## src/rtl/gcd_dispatch.sv

```systemverilog
// Operand FIFO and single-outstanding dispatcher in front of a GCD core.
// Optional WAIT watchdog: define GCD_DISPATCH_TIMEOUT_EN.
`timescale 1ns/1ps

module gcd_dispatch #(
  parameter int WIDTH   = 8,
  parameter int DEPTH   = 4,
  parameter int TIMEOUT = 512
) (
  input  logic                     clk_i,
  input  logic                     rst_i,
  input  logic                     in_valid_i,
  output logic                     in_ready_o,
  input  logic [WIDTH-1:0]         in_a_i,
  input  logic [WIDTH-1:0]         in_b_i,
  output logic                     core_valid_o,
  output logic [WIDTH-1:0]         core_a_o,
  output logic [WIDTH-1:0]         core_b_o,
  input  logic                     core_valid_i,
  input  logic [WIDTH-1:0]         core_gcd_i,
  output logic                     res_valid_o,
  input  logic                     res_ready_i,
  output logic [WIDTH-1:0]         res_gcd_o,
  output logic [$clog2(DEPTH):0]   count_o,
  output logic                     err_o
);

  localparam int AW = $clog2(DEPTH);
  localparam int CW = AW + 1;

  typedef enum logic [1:0] {
    IDLE,
    ISSUE,
    WAIT,
    HOLD
  } state_t;

  state_t           state_q;
  logic [WIDTH-1:0] mem_a_q [DEPTH];
  logic [WIDTH-1:0] mem_b_q [DEPTH];
  logic [AW-1:0]    wr_ptr_q;
  logic [AW-1:0]    rd_ptr_q;
  logic [CW-1:0]    count_q;
  logic [CW-1:0]    count_d;
  logic             ready_q;
  logic             core_valid_q;
  logic [WIDTH-1:0] core_a_q;
  logic [WIDTH-1:0] core_b_q;
  logic             res_valid_q;
  logic [WIDTH-1:0] res_gcd_q;
  logic             push;
  logic             pop;

  assign push = in_valid_i & ready_q;
  assign pop  = (state_q == IDLE) & (count_q != '0) & ~res_valid_q;

  always_comb begin
    count_d = count_q;
    unique case ({push, pop})
      2'b10:   count_d = count_q + CW'(1);
      2'b01:   count_d = count_q - CW'(1);
      default: count_d = count_q;
    endcase
  end

  // Storage carries no reset; occupancy and pointers define validity.
  always_ff @(posedge clk_i) begin
    if (push) begin
      mem_a_q[wr_ptr_q] <= in_a_i;
      mem_b_q[wr_ptr_q] <= in_b_i;
    end
  end

  always_ff @(posedge clk_i or posedge rst_i) begin
    if (rst_i) begin
      wr_ptr_q <= '0;
      rd_ptr_q <= '0;
      count_q  <= '0;
      ready_q  <= 1'b1;
    end else begin
      if (push) wr_ptr_q <= wr_ptr_q + AW'(1);
      if (pop)  rd_ptr_q <= rd_ptr_q + AW'(1);
      count_q <= count_d;
      ready_q <= (count_d != CW'(DEPTH));
    end
  end

`ifdef GCD_DISPATCH_TIMEOUT_EN
  localparam int TW = $clog2(TIMEOUT + 1);
  logic [TW-1:0] tmo_q;
  logic          err_q;
  assign err_o = err_q;
`else
  assign err_o = 1'b0;
`endif

  always_ff @(posedge clk_i or posedge rst_i) begin
    if (rst_i) begin
      state_q      <= IDLE;
      core_valid_q <= 1'b0;
      core_a_q     <= '0;
      core_b_q     <= '0;
      res_valid_q  <= 1'b0;
      res_gcd_q    <= '0;
`ifdef GCD_DISPATCH_TIMEOUT_EN
      tmo_q        <= '0;
      err_q        <= 1'b0;
`endif
    end else begin
      unique case (state_q)
        IDLE: begin
          if (pop) begin
            core_a_q     <= mem_a_q[rd_ptr_q];
            core_b_q     <= mem_b_q[rd_ptr_q];
            core_valid_q <= 1'b1;
            state_q      <= ISSUE;
`ifdef GCD_DISPATCH_TIMEOUT_EN
            tmo_q        <= '0;
`endif
          end
        end
        ISSUE: begin
          core_valid_q <= 1'b0;
          state_q      <= WAIT;
        end
        WAIT: begin
          if (core_valid_i) begin
            res_gcd_q   <= core_gcd_i;
            res_valid_q <= 1'b1;
            state_q     <= HOLD;
          end
`ifdef GCD_DISPATCH_TIMEOUT_EN
          // Give up on a silent core; the operation is dropped.
          else if (tmo_q == TW'(TIMEOUT - 1)) begin
            err_q   <= 1'b1;
            state_q <= IDLE;
          end else begin
            tmo_q <= tmo_q + TW'(1);
          end
`endif
        end
        HOLD: begin
          if (res_ready_i) begin
            res_valid_q <= 1'b0;
            state_q     <= IDLE;
          end
        end
        default: state_q <= IDLE;
      endcase
    end
  end

  assign in_ready_o   = ready_q;
  assign count_o      = count_q;
  assign core_valid_o = core_valid_q;
  assign core_a_o     = core_a_q;
  assign core_b_o     = core_b_q;
  assign res_valid_o  = res_valid_q;
  assign res_gcd_o    = res_gcd_q;

endmodule

```

## config.mk

```make
export PLATFORM = sky130hd
export DESIGN_NAME = gcd_dispatch
export DESIGN_NICKNAME = d
export VERILOG_FILES = /design/src/rtl/gcd_dispatch.sv
export SDC_FILE = /design/constraint.sdc
export NUM_CORES = 1
export LEC_CHECK = 0
export ABC_AREA = 1
export CAP_MARGIN = 5
export CORE_AREA = 3 3 89 91
export DETAILED_ROUTE_END_ITERATION = 8
export DIE_AREA = 0 0 92 94
export PLACE_DENSITY = 0.86
export SLEW_MARGIN = 30
export SYNTH_ARGS = -nofsm -noshare
export SYNTH_HDL_FRONTEND = slang
export SYNTH_SLANG_ARGS = --single-unit
```

## constraint.sdc

```tcl
create_clock -name clk_i -period 4.7 [get_ports clk_i]
set_clock_uncertainty 0.05 [all_clocks]
set_input_delay 0.94 -clock clk_i [delete_from_list [all_inputs] [get_ports clk_i]]
set_output_delay 0.94 -clock clk_i [all_outputs]
set_load 0.01 [all_outputs]
```

Word-level counts from Yosys, hierarchy flattened
Memories as Yosys holds them, arrays and structs flattened. A register that Yosys moved wholly into a read port is not among the register bits.
Index checks and enable logic that the tools add are counted.
{ "totals": {"ff_bits": 20, "latchBits": 0, "mem_bits_rw": 64, "mem_bits_ro": 0, "in_bits": 29, "out_inout_bits": 31, "elab_cells": 48, "memories": 2} }
{ "mem_list": {"columns": ["name", "depth", "width", "rd", "rd_clocked_by_memory_dff", "write_ports", "line_no", "rtl"], "rows": [
  ["mem_a_q", 4, 8, 1, 1, 1, "39", "logic [WIDTH-1:0] mem_a_q [DEPTH];"],
  ["mem_b_q", 4, 8, 1, 1, 1, "40", "logic [WIDTH-1:0] mem_b_q [DEPTH];"]
]} }
{ "op_classes": {"n_addsub": 4, "n_mul": 0, "div": 0, "order_cmp": 0, "n_eq_ne": 9, "n_shift": 0, "muxes": 12, "bitwise_logic": 4, "reduce_logical": 9} }
{ "op_table": {"columns": ["cell", "count"], "rows": [
  ["2-bit case mux with 4 select lines", 1],
  ["2-bit == test, second input constant", 3],
  ["2-bit two-way mux", 3],
  ["2-bit != test, second input constant", 3],
  ["3-bit case mux with 2 select lines", 1],
  ["2-bit AND reduction", 3],
  ["3-bit AND reduction", 2],
  ["1-bit two-way mux", 5],
  ["2-bit by 1-bit adder with 2-bit output, second input constant", 2],
  ["2-bit by 1-bit == test with 1-bit output, second input constant", 2],
  ["1-bit case mux with 2 select lines", 2],
  ["2-bit nonzero test", 2],
  ["3-bit by 1-bit adder with 3-bit output, second input constant", 1],
  ["1-bit AND", 3],
  ["3-bit != test, second input constant", 1],
  ["3-bit nonzero test", 1],
  ["3-bit by 1-bit subtractor with 3-bit output, second input constant", 1],
  ["2-bit logical NOT", 1],
  ["1-bit NOT", 1]
]} }

Logic depth before layout (Yosys ltp)
Gate-level depths: netlist of run 1.
{ "logic_depth": {"word_depth": 6, "mapped_depth": 15, "depth_no_buf": 14} }

Least setup slack after synthesis of run 1
OpenSTA, ideal clock, no wires.
{ "synth_timing": {"kind": "input port to flip-flop", "start": "input in_valid_i", "end": "register ready_q, in the netlist in_ready_o", "setup_ns": 0.076, "t_arrival_ns": 2.219, "required_ns": 4.574, "setup_slack_ns": 2.355, "cell_stages": 9, "n_path_buf": 0, "cell_sequence": "nand2_1 ha_1 inv_1 fa_1 or2_2 nand3_1 nand2_1 nand2_1 nand2_1"} }
{ "synth_between": {"elab_chain_len": 4, "elab_cells_between_ends": 5, "cone_classes": "eq/ne: 3; mux: 1; bitwise: 1"} }
{ "synth_lines": {"columns": ["element", "line_no", "rtl"], "rows": [
  ["from (decl)", "12", "input logic in_valid_i,"],
  ["1-bit AND *", "54", "assign push = in_valid_i & ready_q;"],
  ["2-bit by 1-bit == test with 1-bit output or 2-bit == test (tied branches)", "59", "unique case ({push, pop})"],
  ["3-bit case mux with 2 select lines *", "59", null],
  ["via count_d[2]", "44", "logic [CW-1:0] count_d;"],
  ["3-bit != test *", "84", "ready_q <= (count_d != CW'(DEPTH));"],
  ["to (signal assigned)", "84", null],
  ["to (decl)", "45", "logic ready_q;"]
]} }
The timed path passes the listed nets; every way through them passes the cells marked *.
A chain may end at the register's enable or synchronous reset.

Worst setup path in the final report of run 1
{ "layout_timing": {"start": "register state_q[0]", "end": "register ready_q, in the netlist in_ready_o"} }
{ "layout_between": {"elab_chain_len": 6, "elab_cells_between_ends": 7, "cone_classes": "eq/ne: 3; mux: 1; bitwise: 2; reduce/logical: 1"} }
{ "layout_lines": {"columns": ["element", "line_no", "rtl"], "rows": [
  ["from (decl)", "38", "state_t state_q;"],
  ["from (signal assigned)", "99", "state_q <= IDLE;"],
  ["from (signal assigned)", "116", "state_q <= ISSUE;"],
  ["from (signal assigned)", "124", "state_q <= WAIT;"],
  ["2-bit logical NOT *", "55", "assign pop = (state_q == IDLE) & (count_q != '0) & ~res_valid_q;"],
  ["1-bit AND * (2 in series)", "55", null],
  ["2-bit by 1-bit == test with 1-bit output or 2-bit == test (tied branches)", "59", null],
  ["3-bit case mux with 2 select lines *", "59", null],
  ["via count_d[2]", "44", null],
  ["3-bit != test *", "84", null]
]} }
Marks and branches as above.

==> results by group, run 1 <==
GRT
  • Largest net degree at the start of global routing: between 50 and 60
  • Total track usage: 19.5%
  • Vias in the first global route: 2673
  • Initial antenna violation count: 0
  • Congestion Overflow GR: 0
  • First-pass GRT wire length: 12.7 mm

Final layout
  • Ratio of cells with drive above 1 in the final layout: 8.16%
  • Nets: 476
  • Finished Core Util: 69.4%
  • Area growth syn-to-layout: 19.6%
  • Final std cells w/o fill: 540
  • Commonest non-fill, non-tap cells in the layout: 120 x nand2_1, 64 x edfxtp_1, 58 x clkdlybuf4s50_1
  • Commonest non-fill, non-tap cell in the layout: nand2_1
  • Ant diodes: 0

Clock network
  • CTS Buf Count: 9
  • Clock sink total: 100
  • Clock root buffer: clkbuf_8
  • Post-CTS setup buffer count: 0
  • Clk_lat worst skew: about 0.36 ns
  • Reg clk slew, reported paths: 0.09 ns
  • Cts hold-fix bufs: 0
  • Htree depth: 3
  • CTS tree: built
  • Clock Tree Buf Depth: 2
  • Post-CTS sizing: 0

Logic synthesis
  • Synth Cell Area: 0.00419 mm²
  • Yosys warns: 0
  • Post-Synthesis Cells: 376
  • Post-synth net total: 416
  • Register area share after synthesis: 67.4%
  • Largest family of logic cells by synthesized area: simple AND/OR/NAND/NOR gates
  • Mapped Avg Cell Area: 11.1 µm²
  • Flops & latches, synth: 100
  • Adder-cell share of the synthesized area: 3.47%
  • Mux cell area share after synthesis: 0%
  • Synth unique cells: 26
  • Post-Synth XOR/XNOR Area: less than 1%
  • Post-synthesis compound-gate area fraction: between 6 and 7%
  • Post-Synth Simple-Gate Area: 15.7%

Outcome
  • Status: finished, final reports clean

Power and ir drop
  • Pleak: around 2.2 nW
  • VDD IR-drop max: between 0.2 and 0.3 mV
  • Pwr Density: around 630 mW/mm²

Timing
  • Slew Viols, Final: 0
  • Unrepaired setup endpoints after global routing: false
  • Slew margin rel.: 49.1%
  • Achievable clock frequency: between 300 and 400 MHz
  • Final hold violations: 0
  • Fin crit share: 68.8%
  • Worst-Margin Slew: 0.761 ns
  • Setup TNS: 0 ns
  • Final Setup Violations: 0
  • Min Tclk post-route: between 3 and 4 ns

Placed design
  • I/O Buffers: 58
  • Post-DP HPWL: 5.42 mm
  • RD Place Congestion: 0.879
  • DP Cell Count: 524

Die
  • Core Area: around 0.0072 mm²
  • Rows: 31
  • Die extent in x: 92 µm
  • Initial Utilization: 58.0%
  • Full die area: around 0.0086 mm²
  • I/O Pins: 60
  • DIE HEIGHT: ~94 µm

Detailed routing
  • DR WL/cell: ~15 µm
  • Antenna viol nets, final: 0
  • DR vias/cell: between 4 and 5
  • Vias post-DR: roughly 2700
  • DR DRC count: 0
  • Total wire length: 8.03 mm
  • Starting DRT DRC Count: approximately 240
  • First-pass DRT Iterations: 5

Worst setup path
  • Startpoint Class: flip-flop
  • CP required: 4.95 ns
  • Kind of critical path: reg2reg
  • Worst Path Max Fanout: 20
  • CP arrival: 3.49 ns
  • Worst setup EP type: flip-flop

Hold path
  • Hold WC Path Type: reg2reg

Flow run
  • Max_cap viols: 0
## power by group
group	switching, mW	leakage (nW)	internal (mW)
logic	0.735	1.03	0.523
registers	0.169	1.03	1.21
clock network	0.271	0.0947	0.244
## metal layers
layer / track usage (%) / vias up / part of all wire [%]
met3: 3.53 / 15 / 5.2
met1: 24.1 / 1273 / 42
met2: 33.4 / 76 / 51
met4: 9.16 / 0 / 1.9
met5: 0 / - / 0
li1: - / 1333 / -
## Yosys cell counts
master	count	area [µm²]
ha_1	10	125
buf_6	3	33.8
inv_1	34	128
nor2_1	42	158
o21ai_1	1	5.00
dfstp_2	1	26.3
nand4_1	1	6.26
nand3b_1	1	7.51
fa_1	1	20.0
buf_8	1	15.0
buf_4	4	30.0
conb_1	1	3.75
nand2_2	1	6.26
o211ai_1	7	52.6
a21oi_1	2	10.0
inv_2	3	11.3
xnor2_1	1	8.76
nand3_1	3	15.0
xor2_1	2	17.5
buf_2	7	35.0
o21ai_0	20	100
nand2_1	120	450
dfrtp_1	35	876
edfxtp_1	64	1920
o211ai_2	9	113
or2_2	2	12.5
## path summary, 6_finish.rpt
path,slack (ns),from,to,cells after the start
max in group asynchronous,3.33,rst_i,rd_ptr_q[1],3
min,0.43,res_gcd_o[5],res_gcd_o[5],2
min in group asynchronous,0.93,rst_i,res_gcd_o[0],3
max reg2reg,1.46,state_q[0],in_ready_o,14
max,1.46,state_q[0],in_ready_o,14
min reg2reg,0.43,res_gcd_o[5],res_gcd_o[5],2
## stage by stage
| step | instance area [µm²] | setup WS (ns) | hold slack, ns | power [mW] |
|---|---|---|---|---|
| 4_1_cts | 5010 | 1.51 | 0.437 | 3.16 |
| 2_1_floorplan | 4190 | 2.35 | 0.440 | 2.19 |
| 6_report | 5010 | 1.46 | 0.430 | 3.15 |
| 3_5_place_dp | 4820 | 1.51 | 0.415 | 2.64 |
| 3_3_place_gp | 4820 | 1.82 | 0.411 | 2.57 |
| 5_1_grt | 5010 | 1.17 | 0.474 | 3.37 |
## worst max-delay path, cell delays in order, from the launching register on
cell     delay (ns)
dfrtp_1        0.42
inv_1          0.13
ha_1           0.22
inv_2          0.04
nor2_1         0.09
nand2_1        0.43
inv_2          0.45
ha_1           0.23
inv_1          0.08
fa_1           0.39
or2_2          0.33
nand3_1        0.08
nand2_1        0.07
nand2_1        0.10
nand2_1        0.06
## area by class of cell
class,count,area [µm²]
clock buffers,11,131
clock inverters,5,52.6
fillers,526,2210
inverters,37,139
multi-input cells,224,1110
flip-flops and latches,100,2830
well taps,99,124
repair buffers,64,626
## logic make-up (layout without fill, tap and decap cells)
logic type / Yosys count / count (layout)
xor gates and xnor gates: 3 / 3
adders and majority gates: 11 / 11
buffers and inverters: 52 / 117
DFF: 100 / 100
and+or+nand+nor: 170 / 170
other: 1 / 1
AOI/OAI and AO/OA: 39 / 39
## flip-flops by register name (all words and copies together), names as in the netlist, 3 cells and up
register	cells
mem_a_q	32
res_gcd_o	8
core_a_o	8
count_o	3
mem_b_q	32
core_b_o	8
Power figures use the tool's default switching activity.
==> run 2, diff against run 1 <==
- CORE_AREA: 3 3 89 91 -> 3 3 93 95
- DIE_AREA: 0 0 92 94 -> 0 0 96 98
- PLACE_DENSITY: 0.86 -> 0.8
- clock period: 4.7 -> 3.3 ns (I/O delays scaled with it)
==> results by group, run 2 (same netlist as run 1, synthesis figures left out) <==
Timing
  • Min Tclk post-route: 2.64 ns
  • Setup TNS: 0 ns
  • Fin crit share: 79.8%
  • Unrepaired setup endpoints after global routing: false
  • Worst-Margin Slew: 0.680 ns
  • Final Setup Violations: 0
  • Slew margin rel.: 54.6%
  • Slew Viols, Final: 0
  • Final hold violations: 0
  • Hold Slack: 0.435 ns
  • Achievable clock frequency: 380 MHz

Clock network
  • Reg clk slew, reported paths: 0.09 ns
  • CTS Buf Count: 9
  • Cts hold-fix bufs: 0
  • Clock root buffer: clkbuf_8
  • Post-CTS sizing: 0
  • Post-CTS setup buffer count: 0
  • CTS tree: built
  • Clock Tree Buf Depth: 2
  • Htree depth: 3
  • Clock sink total: 100
  • Clk_lat worst skew: 0.35 ns

Power and ir drop
  • Sequential power share: 43.4%
  • Tot Pwr: ~4.5 mW
  • VDD IR-drop max: 0.396 mV
  • Clock Power Share: 17.9%
  • Sw power: 1.65 mW
  • Pwr Density: about 900 mW/mm²
  • P_int: 2.90 mW
  • Pleak: 2.17 nW
  • Comb pwr share: 38.7%
  • Switch share: between 30 and 40%

Detailed routing
  • Wire length on met2: around 3.7 mm
  • Starting DRT DRC Count: 179
  • DR WL/cell: 13.9 µm
  • Top layer in use: met4
  • Vias post-DR: 2659
  • Met3 routed WL: 465 µm
  • Met1 WL: 3.23 mm
  • Antenna viol nets, final: 0
  • DR DRC count: 0
  • First-pass DRT Iterations: 4
  • DR vias/cell: between 4 and 5
  • Total wire length: 7.56 mm

Placed design
  • DP Cell Count: 528
  • Placed Area: 0.00484 mm²
  • Post-DP HPWL: roughly 4.9 mm
  • RD Place Congestion: about 0.75
  • I/O Buffers: 58

Final layout
  • Ratio of cells with drive above 1 in the final layout: 8.60%
  • Commonest non-fill, non-tap cells in the layout: 120 x nand2_1, 64 x edfxtp_1, 58 x clkdlybuf4s50_1
  • Biggest regs: mem_a_q x32, mem_b_q x32
  • Commonest non-fill, non-tap cell in the layout: nand2_1
  • Filler cells: 577
  • Nets: 477
  • Ant diodes: 0
  • Area growth syn-to-layout: 20.6%
  • Post-route cell area: a little over 0.005 mm²
  • Final std cells w/o fill: 544

Hold path
  • Hold path endpoint: core_a_o[0]
  • Worst Hold Depth: 2
  • Hold path startpoint: core_a_o[0]
  • Hold WC Path Type: reg2reg

GRT
  • Congestion Overflow GR: 0
  • Total track usage: 17.3%
  • First-pass GRT wire length: 12.4 mm
  • Largest net degree at the start of global routing: 37
  • Vias in the first global route: about 2600
  • Initial antenna violation count: 0

Die
  • DIE HEIGHT: 98 µm
  • Full die area: 0.00941 mm²
  • Core Area: 0.00781 mm²
  • Die extent in x: 96 µm
  • Rows: 32
  • Initial Utilization: between 50% and 60%
  • I/O Pins: 60

Worst setup path
  • Cell mode on critical path: nand2_1
  • Worst path cell trace: inv_1, ha_1, inv_2, nor2_1, nand2_1, inv_2, ha_1, inv_1, fa_1, or2_2, nand3_1, nand2_1, nand2_1, nand2_1
  • CP required: between 3 and 4 ns
  • CP arrival: roughly 2.9 ns
  • Reg-to-reg endpoint: in_ready_o
  • Delay of the slowest critical-path stage: 0.43 ns
  • Worst setup EP type: flip-flop
  • R2R Path Start: state_q[0]
  • Cells on worst reg2reg path: 14
  • R2r setup slk: 0.66 ns
  • Kind of critical path: reg2reg
  • Startpoint Class: flip-flop
  • Crit-path slowest cell: dfrtp_1
  • Worst Path Max Fanout: 19

Flow run
  • Max_cap viols: 0

Outcome
  • Status: finished, final reports clean
-- run 2: cell types whose count changed in the layout (fill, tap and decap cells not counted) --
| cell | change |
|---|---|
| clkbuf_1 | -2 |
| buf_4 | +1 |
| bufinv_16 | +1 |
| clkinv_1 | +1 |
| clkinv_2 | -1 |
| inv_6 | +1 |
-- run 2: power by group through the flow --
stage / sequential [mW] / combinational [mW] / clock, mW
3_5_place_dp: 2.00 / 1.76 / 0
4_1_cts: 1.98 / 1.78 / 0.842
3_3_place_gp: 1.98 / 1.68 / 0
2_1_floorplan: 1.97 / 1.15 / 0
5_1_grt: 2.02 / 1.98 / 0.899
6_report: 1.98 / 1.76 / 0.815
-- run 2: layout make-up --
| type | instances | area [µm²] | share of cell area (%) |
|---|---|---|---|
| Sequential cell | 100 | 2830 | 55.9 |
| Multi-Input combinational cell | 224 | 1110 | 22.0 |
| Timing Repair Buffer | 65 | 633 | 12.5 |
| Inverter | 37 | 139 | 2.75 |
| Tap cell | 102 | 128 | 2.53 |
| Clock buffer | 9 | 124 | 2.45 |
| Clock inverter | 7 | 90.1 | 1.78 |
-- run 2: worst max path at each step --
| stage | startpoint | endpoint | depth (start not counted) |
|---|---|---|---|
| 4_1_cts | state_q[0] | in_ready_o | 14 |
| 6_report | state_q[0] | in_ready_o | 14 |
| 5_1_grt | state_q[0] | in_ready_o | 14 |
| 3_5_place_dp | in_valid_i | in_ready_o | 10 |
| 3_3_place_gp | in_valid_i | in_ready_o | 10 |
| 2_1_floorplan | state_q[0] | in_ready_o | 15 |
-- run 2: critical path: cells and delay by family, from the launching register on --
kind	cells	cell delay (ns)
flops	1	0.43
simple gates	7	0.79
fa+ha+maj	3	0.80
buf+inv	4	0.52
-- run 2: stage by stage --
stage | setup slack, ns | util, %
final | 0.665 | 64.7
after global routing | 0.472 | 64.7
after CTS | 0.686 | 64.7
after detailed placement | 0.628 | 61.9
after global placement | 0.742 | 61.9
after floorplan | 0.972 | -
-- run 2: routing by layer --
layer	up-vias	global-route usage, %
li1	1340	-
met1	1240	22.1
met2	68	28.4
met3	11	4.01
met4	0	6.89
met5	-	0
==> run 3, diff against run 2 <==
- CORE_AREA: 3 3 93 95 -> 3 3 97 99
- DIE_AREA: 0 0 96 98 -> 0 0 100 102
- PLACE_DENSITY: 0.8 -> 0.77
- clock period: 3.3 -> 2.22 ns (I/O delays scaled with it)
==> results by group, run 3 (same netlist as run 1, synthesis figures left out) <==
Clock network
  • Cts hold-fix bufs: 0
  • Clock sink total: 100
  • Clock root buffer: clkbuf_8
  • Htree depth: 3
  • Reg clk slew, reported paths: 0.09 ns
  • CTS tree: built
  • CTS Buf Count: 9
  • Clk_lat worst skew: 0.35 ns
  • Clock Tree Buf Depth: 2

Timing
  • Slew Viols, Final: 0
  • Hold Slack: 0.433 ns
  • Fin crit share: 94.0%
  • Min Tclk post-route: 2.09 ns
  • Achievable clock frequency: 479 MHz
  • Final Setup Violations: 0
  • Worst Slack Setup Final: 0.134 ns
  • Final hold violations: 0

Power and ir drop
  • Pleak: 2.22 nW
  • P_int: about 4.4 mW
  • Tot Pwr: 6.89 mW
  • Sw power: approximately 2.5 mW
  • Switch share: 36.0%
  • Clock Power Share: ~17%
  • Pwr Density: roughly 1300 mW/mm²
  • Comb pwr share: 42.3%
  • Sequential power share: 40.6%
  • VDD IR-drop max: about 0.5 mV

Die
  • Full die area: 0.0102 mm²
  • DIE HEIGHT: 102 µm
  • Core Area: 0.00864 mm²
  • Die extent in x: 100 µm
  • I/O Pins: 60
  • Rows: 34
  • Initial Utilization: 48.5%

GRT
  • Largest net degree at the start of global routing: 37
  • Congestion Overflow GR: 0
  • First-pass GRT wire length: 12.5 mm
  • Initial antenna violation count: 0
  • Total track usage: 16.0%
  • Vias in the first global route: between 2000 and 3000

Detailed routing
  • Antenna viol nets, final: 0
  • Vias post-DR: 2723
  • DR DRC count: 0
  • First-pass DRT Iterations: 4
  • Starting DRT DRC Count: 138
  • DR vias/cell: approximately 4.9
  • Total wire length: 7.73 mm
  • DR WL/cell: around 14 µm

Worst setup path
  • Crit-path slowest cell: dfrtp_1
  • CP required: 2.46 ns
  • CP arrival: 2.33 ns
  • Cells on worst reg2reg path: 14
  • Startpoint Class: flip-flop
  • Worst Path Max Fanout: 4
  • Worst setup EP type: flip-flop
  • Worst path cell trace: inv_2, ha_4, inv_2, nor2_1, nand2_1, inv_2, ha_1, inv_1, fa_2, or2_4, nand3_1, nand2_1, nand2_1, nand2_1
  • Delay of the slowest critical-path stage: 0.44 ns
  • Cell mode on critical path: nand2_1
  • Kind of critical path: reg2reg

Outcome
  • Status: finished, final reports clean

Placed design
  • Dpl ws: 0.0322 ns
  • RD Place Congestion: 0.793
  • DP Cell Count: 539
  • Post-DP HPWL: 5.13 mm
  • I/O Buffers: 58

Final layout
  • Biggest regs: mem_a_q x32, mem_b_q x32
  • Commonest non-fill, non-tap cells in the layout: 120 x nand2_1, 64 x edfxtp_1, 58 x clkdlybuf4s50_1
  • Ratio of cells with drive above 1 in the final layout: 11.5%
  • Finished Core Util: 59.9%
  • Area growth syn-to-layout: 23.5%
  • Ant diodes: 0
  • Filler cells: between 600 and 700
  • Commonest non-fill, non-tap cell in the layout: nand2_1
  • Final std cells w/o fill: 560
  • Nets: 487

Flow run
  • Max_cap viols: 0

Hold path
  • Hold WC Path Type: in2async
-- run 3: cell count changes in the layout (fill, tap and decap cells not counted), moves of 2 or more --
cell / change
clkinv_1: -2
inv_1: -2
inv_2: +2
clkinvlp_4: +2
buf_4: +8
buf_12: +2
-- run 3: final cells by class --
class	instances	area, µm²	share of cell area [%]
Sequential cell	100	2820	54.6
Multi-Input combinational cell	224	1130	21.8
Timing Repair Buffer	75	733	14.2
Clock buffer	11	153	2.95
Inverter	37	139	2.69
Tap cell	108	135	2.61
Clock inverter	5	58.8	1.14
-- run 3: final timing paths --
check	endpoint	start	slack, ns
worst min-delay path	res_gcd_o[4]	rst_i	0.43
worst max-delay path	in_ready_o	state_q[0]	0.13
worst min register to register	res_gcd_o[7]	res_gcd_o[7]	0.44
worst max register to register	in_ready_o	state_q[0]	0.13
max in group asynchronous	in_ready_o	rst_i	1.34
min in group clk_i	res_gcd_o[7]	res_gcd_o[7]	0.44
-- run 3: routing by layer --
| metal | part of all wire [%] | GRT usage (%) |
|---|---|---|
| met1 | 43 | 21.0 |
| met2 | 48 | 25.6 |
| met3 | 7.0 | 3.41 |
| met4 | 1.9 | 7.56 |
| met5 | 0 | 0 |
-- run 3: power groups by stage --
stage,registers [mW],logic (mW),clock network (mW)
2_1_floorplan,2.93,1.75,0
3_3_place_gp,2.82,2.76,0
3_5_place_dp,2.85,2.85,0
4_1_cts,2.80,2.87,1.22
5_1_grt,2.85,3.27,1.30
6_report,2.80,2.91,1.18
-- run 3: critical path: cells and delay by family, from the launching register on --
kind                       cells  cell delay (ns)
buffers and inverters          4             0.26
adders and majority gates      3             0.61
and+or+nand+nor                7             0.67
DFF                            1             0.44
-- run 3: what timing repair did --
item                                    in CTS  in global routing
gates resized for setup                      0                  1
endpoints found under the setup margin       0                  1
buffers inserted                             0                  5
-- run 3: stage by stage --
| stage | cell area, µm² | setup TNS, ns |
|---|---|---|
| finish | 5170 | 0 |
| floorplan | 4210 | 0 |
| CTS | 5130 | 0 |
| global route | 5170 | -0.00945 |
| global placement | 4920 | 0 |
| detailed placement | 4920 | 0 |
